--- config.mk ---
export PLATFORM = sky130hd
export DESIGN_NAME = packetizer_ctrl
export DESIGN_NICKNAME = d
export VERILOG_FILES = /design/src/rtl/packetizer_ctrl.sv
export SDC_FILE = /design/constraint.sdc
export NUM_CORES = 1
export LEC_CHECK = 0
export CAP_MARGIN = 20
export CORE_MARGIN = 2
export CORE_UTILIZATION = 25
export DETAILED_ROUTE_END_ITERATION = 8
export PLACE_DENSITY = 0.41
export REMOVE_ABC_BUFFERS = 1
export SLEW_MARGIN = 20
export SYNTH_ARGS = -nofsm -noshare
export SYNTH_HDL_FRONTEND = slang
export SYNTH_SLANG_ARGS = --single-unit
--- constraint.sdc ---
create_clock -name aclk -period 19 [get_ports aclk]
set_clock_uncertainty 0.1 [all_clocks]
set_input_delay 2.85 -clock aclk [delete_from_list [all_inputs] [get_ports aclk]]
set_output_delay 2.85 -clock aclk [all_outputs]
set_load 0.005 [all_outputs]
--- src/rtl/packetizer_ctrl.sv ---
// packetizer_ctrl
//   Forwards a sample stream to an AXI DMA S2MM port, cutting it into packets
//   of LEN beats with TLAST on the final beat of each packet. A run/stop state
//   machine (IDLE/RUN/DONE) gates the input; runs end after NPKT packets
//   (NPKT=0: continuous) or at the packet boundary following a STOP request.
//   The output is a single register slice (latency 1, full throughput).
//
// Ports
//   aclk, areset               clock, asynchronous active-high reset
//   s_axis_data_*              sample stream in (tdata/tvalid/tready)
//   m_axis_s2mm_*              packetised stream out (tdata/tvalid/tready/tlast)
//   last                       one-cycle pulse after a TLAST beat is taken downstream
//   s_axi_lite_*               AXI4-Lite register port:
//                                0x00 CTRL   W  bit0 START, bit1 STOP (reads 0)
//                                0x04 LEN    RW beats per packet
//                                0x08 NPKT   RW packets per run, 0 = continuous
//                                0x0C STATUS RO bit0 busy, bit1 done, bit2 stop_pending
//                                0x10 BEAT_CNT RO
//                                0x14 PKT_CNT  RO
module packetizer_ctrl #(
  parameter int DATA_WIDTH = 32,
  parameter int CNT_WIDTH  = 32,
  parameter int ADDR_WIDTH = 6
) (
  input  logic                  aclk,
  input  logic                  areset,

  input  logic [DATA_WIDTH-1:0] s_axis_data_tdata,
  input  logic                  s_axis_data_tvalid,
  output logic                  s_axis_data_tready,

  output logic [DATA_WIDTH-1:0] m_axis_s2mm_tdata,
  output logic                  m_axis_s2mm_tvalid,
  input  logic                  m_axis_s2mm_tready,
  output logic                  m_axis_s2mm_tlast,

  output logic                  last,

  input  logic [ADDR_WIDTH-1:0] s_axi_lite_awaddr,
  input  logic [2:0]            s_axi_lite_awprot,
  input  logic                  s_axi_lite_awvalid,
  output logic                  s_axi_lite_awready,
  input  logic [31:0]           s_axi_lite_wdata,
  input  logic [3:0]            s_axi_lite_wstrb,
  input  logic                  s_axi_lite_wvalid,
  output logic                  s_axi_lite_wready,
  output logic [1:0]            s_axi_lite_bresp,
  output logic                  s_axi_lite_bvalid,
  input  logic                  s_axi_lite_bready,
  input  logic [ADDR_WIDTH-1:0] s_axi_lite_araddr,
  input  logic [2:0]            s_axi_lite_arprot,
  input  logic                  s_axi_lite_arvalid,
  output logic                  s_axi_lite_arready,
  output logic [31:0]           s_axi_lite_rdata,
  output logic [1:0]            s_axi_lite_rresp,
  output logic                  s_axi_lite_rvalid,
  input  logic                  s_axi_lite_rready
);

  typedef enum logic [1:0] {IDLE, RUN, DONE} state_t;

  localparam logic [ADDR_WIDTH-3:0] REG_CTRL   = (ADDR_WIDTH-2)'(0);
  localparam logic [ADDR_WIDTH-3:0] REG_LEN    = (ADDR_WIDTH-2)'(1);
  localparam logic [ADDR_WIDTH-3:0] REG_NPKT   = (ADDR_WIDTH-2)'(2);
  localparam logic [ADDR_WIDTH-3:0] REG_STATUS = (ADDR_WIDTH-2)'(3);
  localparam logic [ADDR_WIDTH-3:0] REG_BEAT   = (ADDR_WIDTH-2)'(4);
  localparam logic [ADDR_WIDTH-3:0] REG_PKT    = (ADDR_WIDTH-2)'(5);

  localparam logic [1:0] RESP_OKAY   = 2'b00;
  localparam logic [1:0] RESP_SLVERR = 2'b10;

  localparam logic [CNT_WIDTH-1:0] CNT_ONE = CNT_WIDTH'(1);

  state_t                 state;
  logic [CNT_WIDTH-1:0]   len_q;
  logic [CNT_WIDTH-1:0]   npkt_q;
  logic [CNT_WIDTH-1:0]   beat_cnt;
  logic [CNT_WIDTH-1:0]   pkt_cnt;
  logic                   stop_pending;

  logic                   in_hs;
  logic                   is_last;
  logic                   end_run;
  logic                   busy;

  logic                   aw_held;
  logic                   w_held;
  logic [ADDR_WIDTH-1:0]  aw_addr_q;
  logic [31:0]            w_data_q;
  logic [3:0]             w_strb_q;

  logic                   wr_fire;
  logic [ADDR_WIDTH-3:0]  wr_idx;
  logic                   wr_err;
  logic                   wr_start;
  logic                   wr_stop;
  logic                   wr_len;
  logic                   wr_npkt;

  logic [ADDR_WIDTH-3:0]  rd_idx;
  logic [31:0]            rd_data;
  logic                   rd_err;

  logic                   unused_bits;

  assign unused_bits = ^{s_axi_lite_awprot, s_axi_lite_arprot,
                         aw_addr_q[1:0], s_axi_lite_araddr[1:0]};

  // Byte-lane merge of a 32-bit write into a CNT_WIDTH register.
  function automatic logic [CNT_WIDTH-1:0] merge_bytes(
    input logic [CNT_WIDTH-1:0] old,
    input logic [31:0]          data,
    input logic [3:0]           strb
  );
    logic [31:0] o;
    o = '0;
    o[CNT_WIDTH-1:0] = old;
    for (int unsigned i = 0; i < 4; i++) begin
      if (strb[i]) o[i*8 +: 8] = data[i*8 +: 8];
    end
    return o[CNT_WIDTH-1:0];
  endfunction

  // ---------------------------------------------------------------------
  // Stream datapath control
  // ---------------------------------------------------------------------
  assign busy               = (state == RUN) | m_axis_s2mm_tvalid;
  assign s_axis_data_tready = (state == RUN) & (!m_axis_s2mm_tvalid | m_axis_s2mm_tready);
  assign in_hs              = s_axis_data_tvalid & s_axis_data_tready;
  assign is_last            = (beat_cnt == len_q - CNT_ONE);

  // A STOP written in the same cycle as a packet's last beat closes the run
  // at that boundary, so the live write strobe is folded in here.
  assign end_run = in_hs & is_last &
                   (((npkt_q != '0) && ((pkt_cnt + CNT_ONE) == npkt_q)) ||
                    stop_pending || wr_stop);

  always_ff @(posedge aclk or posedge areset) begin
    if (areset) begin
      state              <= IDLE;
      beat_cnt           <= '0;
      pkt_cnt            <= '0;
      stop_pending       <= 1'b0;
      m_axis_s2mm_tdata  <= '0;
      m_axis_s2mm_tvalid <= 1'b0;
      m_axis_s2mm_tlast  <= 1'b0;
      last               <= 1'b0;
    end else begin
      last <= m_axis_s2mm_tvalid & m_axis_s2mm_tready & m_axis_s2mm_tlast;

      if (in_hs) begin
        m_axis_s2mm_tdata  <= s_axis_data_tdata;
        m_axis_s2mm_tvalid <= 1'b1;
        m_axis_s2mm_tlast  <= is_last;
        beat_cnt           <= is_last ? '0 : beat_cnt + CNT_ONE;
        if (is_last && (pkt_cnt != '1)) pkt_cnt <= pkt_cnt + CNT_ONE;
      end else if (m_axis_s2mm_tready) begin
        m_axis_s2mm_tvalid <= 1'b0;
        m_axis_s2mm_tlast  <= 1'b0;
      end

      case (state)
        IDLE, DONE: begin
          if (wr_start && (len_q != '0)) begin
            state        <= RUN;
            beat_cnt     <= '0;
            pkt_cnt      <= '0;
            stop_pending <= 1'b0;
          end
        end
        RUN: begin
          if (end_run) begin
            state        <= DONE;
            stop_pending <= 1'b0;
          end else if (wr_stop) begin
            stop_pending <= 1'b1;
          end
        end
        default: state <= IDLE;
      endcase
    end
  end

  // ---------------------------------------------------------------------
  // AXI4-Lite write decode
  // ---------------------------------------------------------------------
  assign wr_fire = aw_held & w_held & !s_axi_lite_bvalid;
  assign wr_idx  = aw_addr_q[ADDR_WIDTH-1:2];

  always_comb begin
    wr_err   = 1'b0;
    wr_start = 1'b0;
    wr_stop  = 1'b0;
    wr_len   = 1'b0;
    wr_npkt  = 1'b0;
    if (wr_fire) begin
      case (wr_idx)
        REG_CTRL: begin
          wr_start = w_data_q[0];
          wr_stop  = w_data_q[1];
        end
        REG_LEN: begin
          if (busy) wr_err = 1'b1;
          else      wr_len = 1'b1;
        end
        REG_NPKT: begin
          if (busy) wr_err  = 1'b1;
          else      wr_npkt = 1'b1;
        end
        default: wr_err = 1'b1;
      endcase
    end
  end

  // ---------------------------------------------------------------------
  // AXI4-Lite read decode
  // ---------------------------------------------------------------------
  assign rd_idx = s_axi_lite_araddr[ADDR_WIDTH-1:2];

  always_comb begin
    rd_data = '0;
    rd_err  = 1'b0;
    case (rd_idx)
      REG_CTRL:   rd_data = '0;
      REG_LEN:    rd_data = 32'(len_q);
      REG_NPKT:   rd_data = 32'(npkt_q);
      REG_STATUS: rd_data = {29'd0, stop_pending, (state == DONE), busy};
      REG_BEAT:   rd_data = 32'(beat_cnt);
      REG_PKT:    rd_data = 32'(pkt_cnt);
      default:    rd_err  = 1'b1;
    endcase
  end

  // ---------------------------------------------------------------------
  // AXI4-Lite channel handshakes. AW and W are captured independently and
  // the write is committed once both are held; ready is raised one cycle
  // after valid so it can reset to 0.
  // ---------------------------------------------------------------------
  always_ff @(posedge aclk or posedge areset) begin
    if (areset) begin
      s_axi_lite_awready <= 1'b0;
      s_axi_lite_wready  <= 1'b0;
      s_axi_lite_bvalid  <= 1'b0;
      s_axi_lite_bresp   <= RESP_OKAY;
      s_axi_lite_arready <= 1'b0;
      s_axi_lite_rvalid  <= 1'b0;
      s_axi_lite_rresp   <= RESP_OKAY;
      s_axi_lite_rdata   <= '0;
      aw_held            <= 1'b0;
      w_held             <= 1'b0;
      aw_addr_q          <= '0;
      w_data_q           <= '0;
      w_strb_q           <= '0;
      len_q              <= '0;
      npkt_q             <= '0;
    end else begin
      if (s_axi_lite_awvalid && s_axi_lite_awready) begin
        s_axi_lite_awready <= 1'b0;
        aw_held            <= 1'b1;
        aw_addr_q          <= s_axi_lite_awaddr;
      end else if (s_axi_lite_awvalid && !s_axi_lite_awready && !aw_held &&
                   !s_axi_lite_bvalid) begin
        s_axi_lite_awready <= 1'b1;
      end

      if (s_axi_lite_wvalid && s_axi_lite_wready) begin
        s_axi_lite_wready <= 1'b0;
        w_held            <= 1'b1;
        w_data_q          <= s_axi_lite_wdata;
        w_strb_q          <= s_axi_lite_wstrb;
      end else if (s_axi_lite_wvalid && !s_axi_lite_wready && !w_held &&
                   !s_axi_lite_bvalid) begin
        s_axi_lite_wready <= 1'b1;
      end

      if (wr_fire) begin
        aw_held           <= 1'b0;
        w_held            <= 1'b0;
        s_axi_lite_bvalid <= 1'b1;
        s_axi_lite_bresp  <= wr_err ? RESP_SLVERR : RESP_OKAY;
        if (wr_len)  len_q  <= merge_bytes(len_q,  w_data_q, w_strb_q);
        if (wr_npkt) npkt_q <= merge_bytes(npkt_q, w_data_q, w_strb_q);
      end else if (s_axi_lite_bvalid && s_axi_lite_bready) begin
        s_axi_lite_bvalid <= 1'b0;
      end

      if (s_axi_lite_arvalid && s_axi_lite_arready) begin
        s_axi_lite_arready <= 1'b0;
        s_axi_lite_rvalid  <= 1'b1;
        s_axi_lite_rdata   <= rd_data;
        s_axi_lite_rresp   <= rd_err ? RESP_SLVERR : RESP_OKAY;
      end else begin
        if (s_axi_lite_arvalid && !s_axi_lite_arready && !s_axi_lite_rvalid)
          s_axi_lite_arready <= 1'b1;
        if (s_axi_lite_rvalid && s_axi_lite_rready)
          s_axi_lite_rvalid <= 1'b0;
      end
    end
  end

endmodule
### After elaboration in Yosys (flattened, before gate mapping)

Cells that the tools add are included.

| cells by class | value |
|---|---|
| reduce and logical (&&, ||, !) cells | 53 |
| bitwise gates (word level) | 10 |
| shifts and indexed selects | 0 |
| mux-type cells | 47 |
| order comparisons | 0 |
| add/subtract/negate cells | 3 |
| $mul | 0 |
| divide/modulo/power cells | 0 |
| equality and inequality tests | 15 |

Operators with widths:

| cell | count |
|---|---|
| 32-bit 2-to-1 mux | 8 |
| 32-bit case mux with 5 select lines | 1 |
| 32-bit by 1-bit adder with 32-bit output, second input constant | 2 |
| 32-bit equality test | 2 |
| 32-bit nonzero test | 2 |
| 32-bit inequality test, second input constant | 1 |
| 32-bit by 1-bit subtractor with 32-bit output, second input constant | 1 |
| 1-bit 2-to-1 mux | 31 |
| 3-bit AND reduction | 9 |
| 2-bit nonzero test | 9 |
| 1-bit logical AND | 16 |
| 4-bit by 2-bit equality test with 1-bit output, second input constant | 3 |
| 1-bit bitwise AND | 8 |
| 4-bit by 1-bit equality test with 1-bit output, second input constant | 2 |
| 4-bit by 3-bit equality test with 1-bit output, second input constant | 2 |
| 1-bit zero test | 8 |
| 4-bit zero test | 2 |
| 2-bit 2-to-1 mux | 4 |
| 6-bit OR reduction | 1 |
| 2-bit inequality test, second input constant | 2 |
| 1-bit case mux with 2 select lines | 2 |
| 2-bit case mux with 2 select lines | 1 |
| 2-bit OR reduction | 2 |
| 3-bit inequality test, second input constant | 1 |
| other kinds (6) | 8 |

| storage, ports and cells | value |
|---|---|
| bits in read-only memories | 0 |
| register bits | 251 |
| logic and storage cells | 157 |
| memories kept | 0 |
| output and inout port bits | 77 |
| RAM bits | 0 |
| latch bits | 0 |

### Longest topological paths before layout

| depth | value |
|---|---|
| word-level depth | 8 |
| gate-level depth with buffers | 16 |

### Worst setup path after synthesis

OpenSTA, ideal clock, no wires.

| timing | value |
|---|---|
| path type | input port to output port |
| start | in m_axis_s2mm_tready |
| end | out s_axis_data_tready |
| arrival | 3168 ps |
| path buffers | 0 |
| setup slack | 12882 ps |
| stages | 2 |
| cell sequence | nand2b_1 and2_1 |

| between the ends | value |
|---|---|
| longest elaborated chain between the ends | 2 |

Ends and longest elaborated chain:

| item | RTL line | source |
|---|---|---|
| start, declared | 34 | `input logic m_axis_s2mm_tready,` |
| 1-bit OR | 128 | `assign s_axis_data_tready = (state == RUN) & (!m_axis_s2mm_tvalid \| m_axis_s2mm_tready);` |
| 1-bit bitwise AND | 128 |  |
| end, declared | 30 | `output logic s_axis_data_tready,` |

No other way between the ends.

### Final worst setup path

Ends and elaborated chain as after synthesis.

==> results.txt <==
Area Growth Syn to Fin -> 26.1%
Depth of the CTS H-tree -> 2
Crit path launch -> m_axis_s2mm_tready
Unrepaired setup endpoints after global routing -> no
Top-area cell type share of the netlist area -> 47.4%
Worst Hold Class -> reg2reg
Synth cell types -> 69
Most common cell after layout, fill and taps aside -> dfrtp_1
Final period util -> 37.4%
Yosys warns -> 0
CTS Buffer Depth -> 3
DRC violations left -> 0
Metal-1 WL -> 19.7 mm
Largest net degree at the start of global routing -> 121
Post-CTS Hold Buffers -> 0
Register area -> 6180 um2
Nets -> 1531
Placer Congestion -> 0.833
Placement Cell Area -> 15300 um2
Int Power -> 1.44 mW
Antenna Cells -> 0
Max-slew violations -> 0
Worst-Margin Slew -> 1.02 ns
Final setup vio count -> 0
All-Layer GR Usage -> 16.0%
Post-synth EDFFs -> 0
CTS resizes -> 0
Chip height -> 232 um
CTS Sinks -> 247
Antenna violations before repair -> 0
Min Tclk post-route -> 7.10 ns
Worst hold path startpoint -> s_axi_lite_rdata[25]
Crit path top cell by count -> clkdlybuf4s50_1
Post-Syn Area -> 13000 um2
DR pass1 iterations -> 5
CTS tree -> yes
Worst Path Arrival -> 4.15 ns
Die area -> 54000 um2
Synth Area in Adders -> 0.365%
Initial Utilization -> 25.4%
Row cnt -> 83
Status -> complete, no violations
Via count -> 10500
Layout cell share with drive strength beyond 1 -> 13.7%
Reg2reg start -> len_q[0]
Area of the multi-input gates -> 6480 um2
Compound-Gate Fraction of Synth Area -> 11.7%
Final Hold Viols -> 0
Slew margin rel. -> 31.5%
Syn_area_per_cell -> 9.95 um2
Root buffer cell -> clkbuf_16
Post-Route WL -> 43.5 mm
Comb pwr share -> 33.9%
First-pass GRT wire length -> 66.0 mm
Hpwl dp -> 30.3 mm
Sum Neg Setup Slack -> 0 ns
Power per cell area -> 137 nW/um2
Most frequent cells in the layout -> 247 x dfrtp_1, 180 x nand2_1, 159 x clkdlybuf4s50_1
Clock Power Share -> 29.6%
Critical path, cell by cell -> clkdlybuf4s50_1, nand2b_1, and2_1, clkdlybuf4s50_1
Post-synth top flop -> dfrtp_1
Critical Path RT -> 16.05 ns
CP Class -> in2out
XOR/XNOR Fraction of Synth Area -> 7.99%
Top Layer Used -> met4
Initial DRC Count -> 534
Design area -> 16400 um2
Top cells by area, synth -> dfrtp_1 47%, mux2_2 9.2%, nand2_1 5.2%, xnor2_1 4.7%, xor2_1 3.3%
Max frequency -> 141 MHz
Clk Latency, worst-skew pair -> 0.56 ns
Post-synthesis mux area share -> 9.77%
Max VDD drop -> 0.0000478 V
Met3 WL -> 1.82 mm
# IOs -> 172
Post-DRT Antenna Nets -> 0
Largest family of logic cells by synthesized area -> simple AND/OR/NAND/NOR gates
WL per Instance -> 20.3 um
WP buf/inv -> 2
Static leakage -> 6.91 nW
NetSw -> 0.812 mW
Worst Path Max Fanout -> 4
Chip width -> 232 um
IO Port Bufs -> 159
Critical Path End Type -> primary output
Fillers -> 5345
CP max-delay cell -> clkdlybuf4s50_1
TritonCTS buffer count -> 34
Total grt overflow -> 0
Family with the most delay on the worst path -> buffers and inverters
Met2 WL -> 20.7 mm
Synth Instances -> 1311
Register area share after synthesis -> 47.4%
Leading area contributor after synthesis -> dfrtp_1
Asr flop ratio synth -> 100%
Vias in the first global route -> 10600
Seq pwr share -> 36.5%
#FFs+latches synth -> 247
Average vias per placed instance -> 4.93
Sw Ratio -> 36.0%
Startpoint type of the worst setup path -> input pin
Post-CTS setup buffer count -> 0
Max incr delay on CP -> 0.49 ns
Max-cap violations -> 0
Core area -> 51400 um2
Simple logic cell fraction of the synthesized area -> 19.3%
CTS clk-pin slew, worst paths -> 0.05 ns
synthesized netlist by cell type, types with 4 or more instances:
| cell type | number |
|---|---|
| nand3b_1 | 5 |
| xnor2_1 | 70 |
| nor2_1 | 61 |
| mux2i_1 | 8 |
| nand2_1 | 181 |
| buf_1 | 5 |
| buf_2 | 5 |
| nand3_1 | 37 |
| or2_2 | 7 |
| o31ai_1 | 5 |
| a211oi_1 | 5 |
| clkbuf_1 | 69 |
| dfrtp_1 | 247 |
| and2_1 | 8 |
| and4_1 | 11 |
| or3_1 | 34 |
| or4_1 | 12 |
| nand4_1 | 33 |
| inv_1 | 21 |
| nor3_1 | 26 |
| o21ai_0 | 77 |
| nand2b_1 | 5 |
| and3_1 | 13 |
| buf_6 | 5 |
| a221oi_1 | 31 |
| nor4b_1 | 4 |
| nor4_1 | 29 |
| xor2_1 | 49 |
| o22ai_1 | 5 |
| a21oi_1 | 40 |
| a22o_1 | 29 |
| nor2b_1 | 6 |
| mux2_2 | 106 |
| a31oi_1 | 6 |
final cells by class:
type	count	share of cell area, %
Clock buffer	45	5.61
Clock inverter	16	1.36
Inverter	21	0.525
Timing Repair Buffer	171	10.3
Multi-Input combinational cell	958	39.4
Tap cell	680	5.17
Sequential cell	247	37.6
worst register-to-register path, cell delays in order (launching register included):
cell and delay [ns]:
dfrtp_1 0.49, inv_1 0.10, ha_1 0.60, a31oi_1 0.16, or4_1 0.50, nor4_1 0.79, nand3_1 0.13, or4b_1 0.49
or4b_1 0.70, o21ai_4 0.62, buf_16 0.23, nor2_1 0.07
metrics by stage:
stage	utilization, %	std cells	hold WS, ns	setup WS [ns]	power (mW)
6_report	32.0	2138	0.372	11.90	2.26
5_1_grt	32.0	2138	0.402	11.82	2.39
4_1_cts	31.9	2137	0.380	11.89	2.28
3_5_place_dp	29.7	2076	0.361	11.90	1.60
3_3_place_gp	29.7	2076	0.362	11.90	1.59
2_1_floorplan	-	1226	0.370	9.26	1.26
power by group through the flow:
| stage | sequential (mW) | combinational [mW] | clock, mW |
|---|---|---|---|
| 3_5_place_dp | 0.833 | 0.762 | 0 |
| 4_1_cts | 0.827 | 0.768 | 0.690 |
| 2_1_floorplan | 0.772 | 0.490 | 0 |
| 5_1_grt | 0.847 | 0.831 | 0.709 |
| 6_report | 0.824 | 0.764 | 0.667 |
| 3_3_place_gp | 0.830 | 0.756 | 0 |
logic make-up (layout without fill, tap and decap cells):
logic type / count (synthesis) / in the layout
xor+xnor: 119 / 119
simple gates: 490 / 490
fa+ha+maj: 4 / 4
buf+inv: 107 / 253
compound gates: 229 / 229
flops: 247 / 247
other cells: 1 / 2
mux: 114 / 114
layer usage:
metal	GRT usage [%]	vias to the layer above
met4	6.07	0
met1	21.1	5270
met2	26.4	232
met3	2.55	68
li1	-	4962
met5	0	-
path summary, 6_finish.rpt:
check | end | slack (ns) | cells after the start
max | s_axis_data_tready | 11.90 | 4
min | s_axi_lite_rdata[25] | 0.37 | 2
max reg2reg | beat_cnt[16] | 13.88 | 11
min reg2reg | s_axi_lite_rdata[25] | 0.37 | 2
max in group asynchronous | npkt_q[11] | 14.54 | 3
min in group asynchronous | m_axis_s2mm_tdata[30] | 2.78 | 2
registers in the layout, indices dropped and copies added (netlist names), 2 cells and up:
register and flops:
w_data_q 32, w_strb_q 4, npkt_q 32, state 2, s_axi_lite_rdata 32, aw_addr_q 4, m_axis_s2mm_tdata 32, pkt_cnt 32
len_q 32, beat_cnt 32
(Power assumes the default switching activity.)
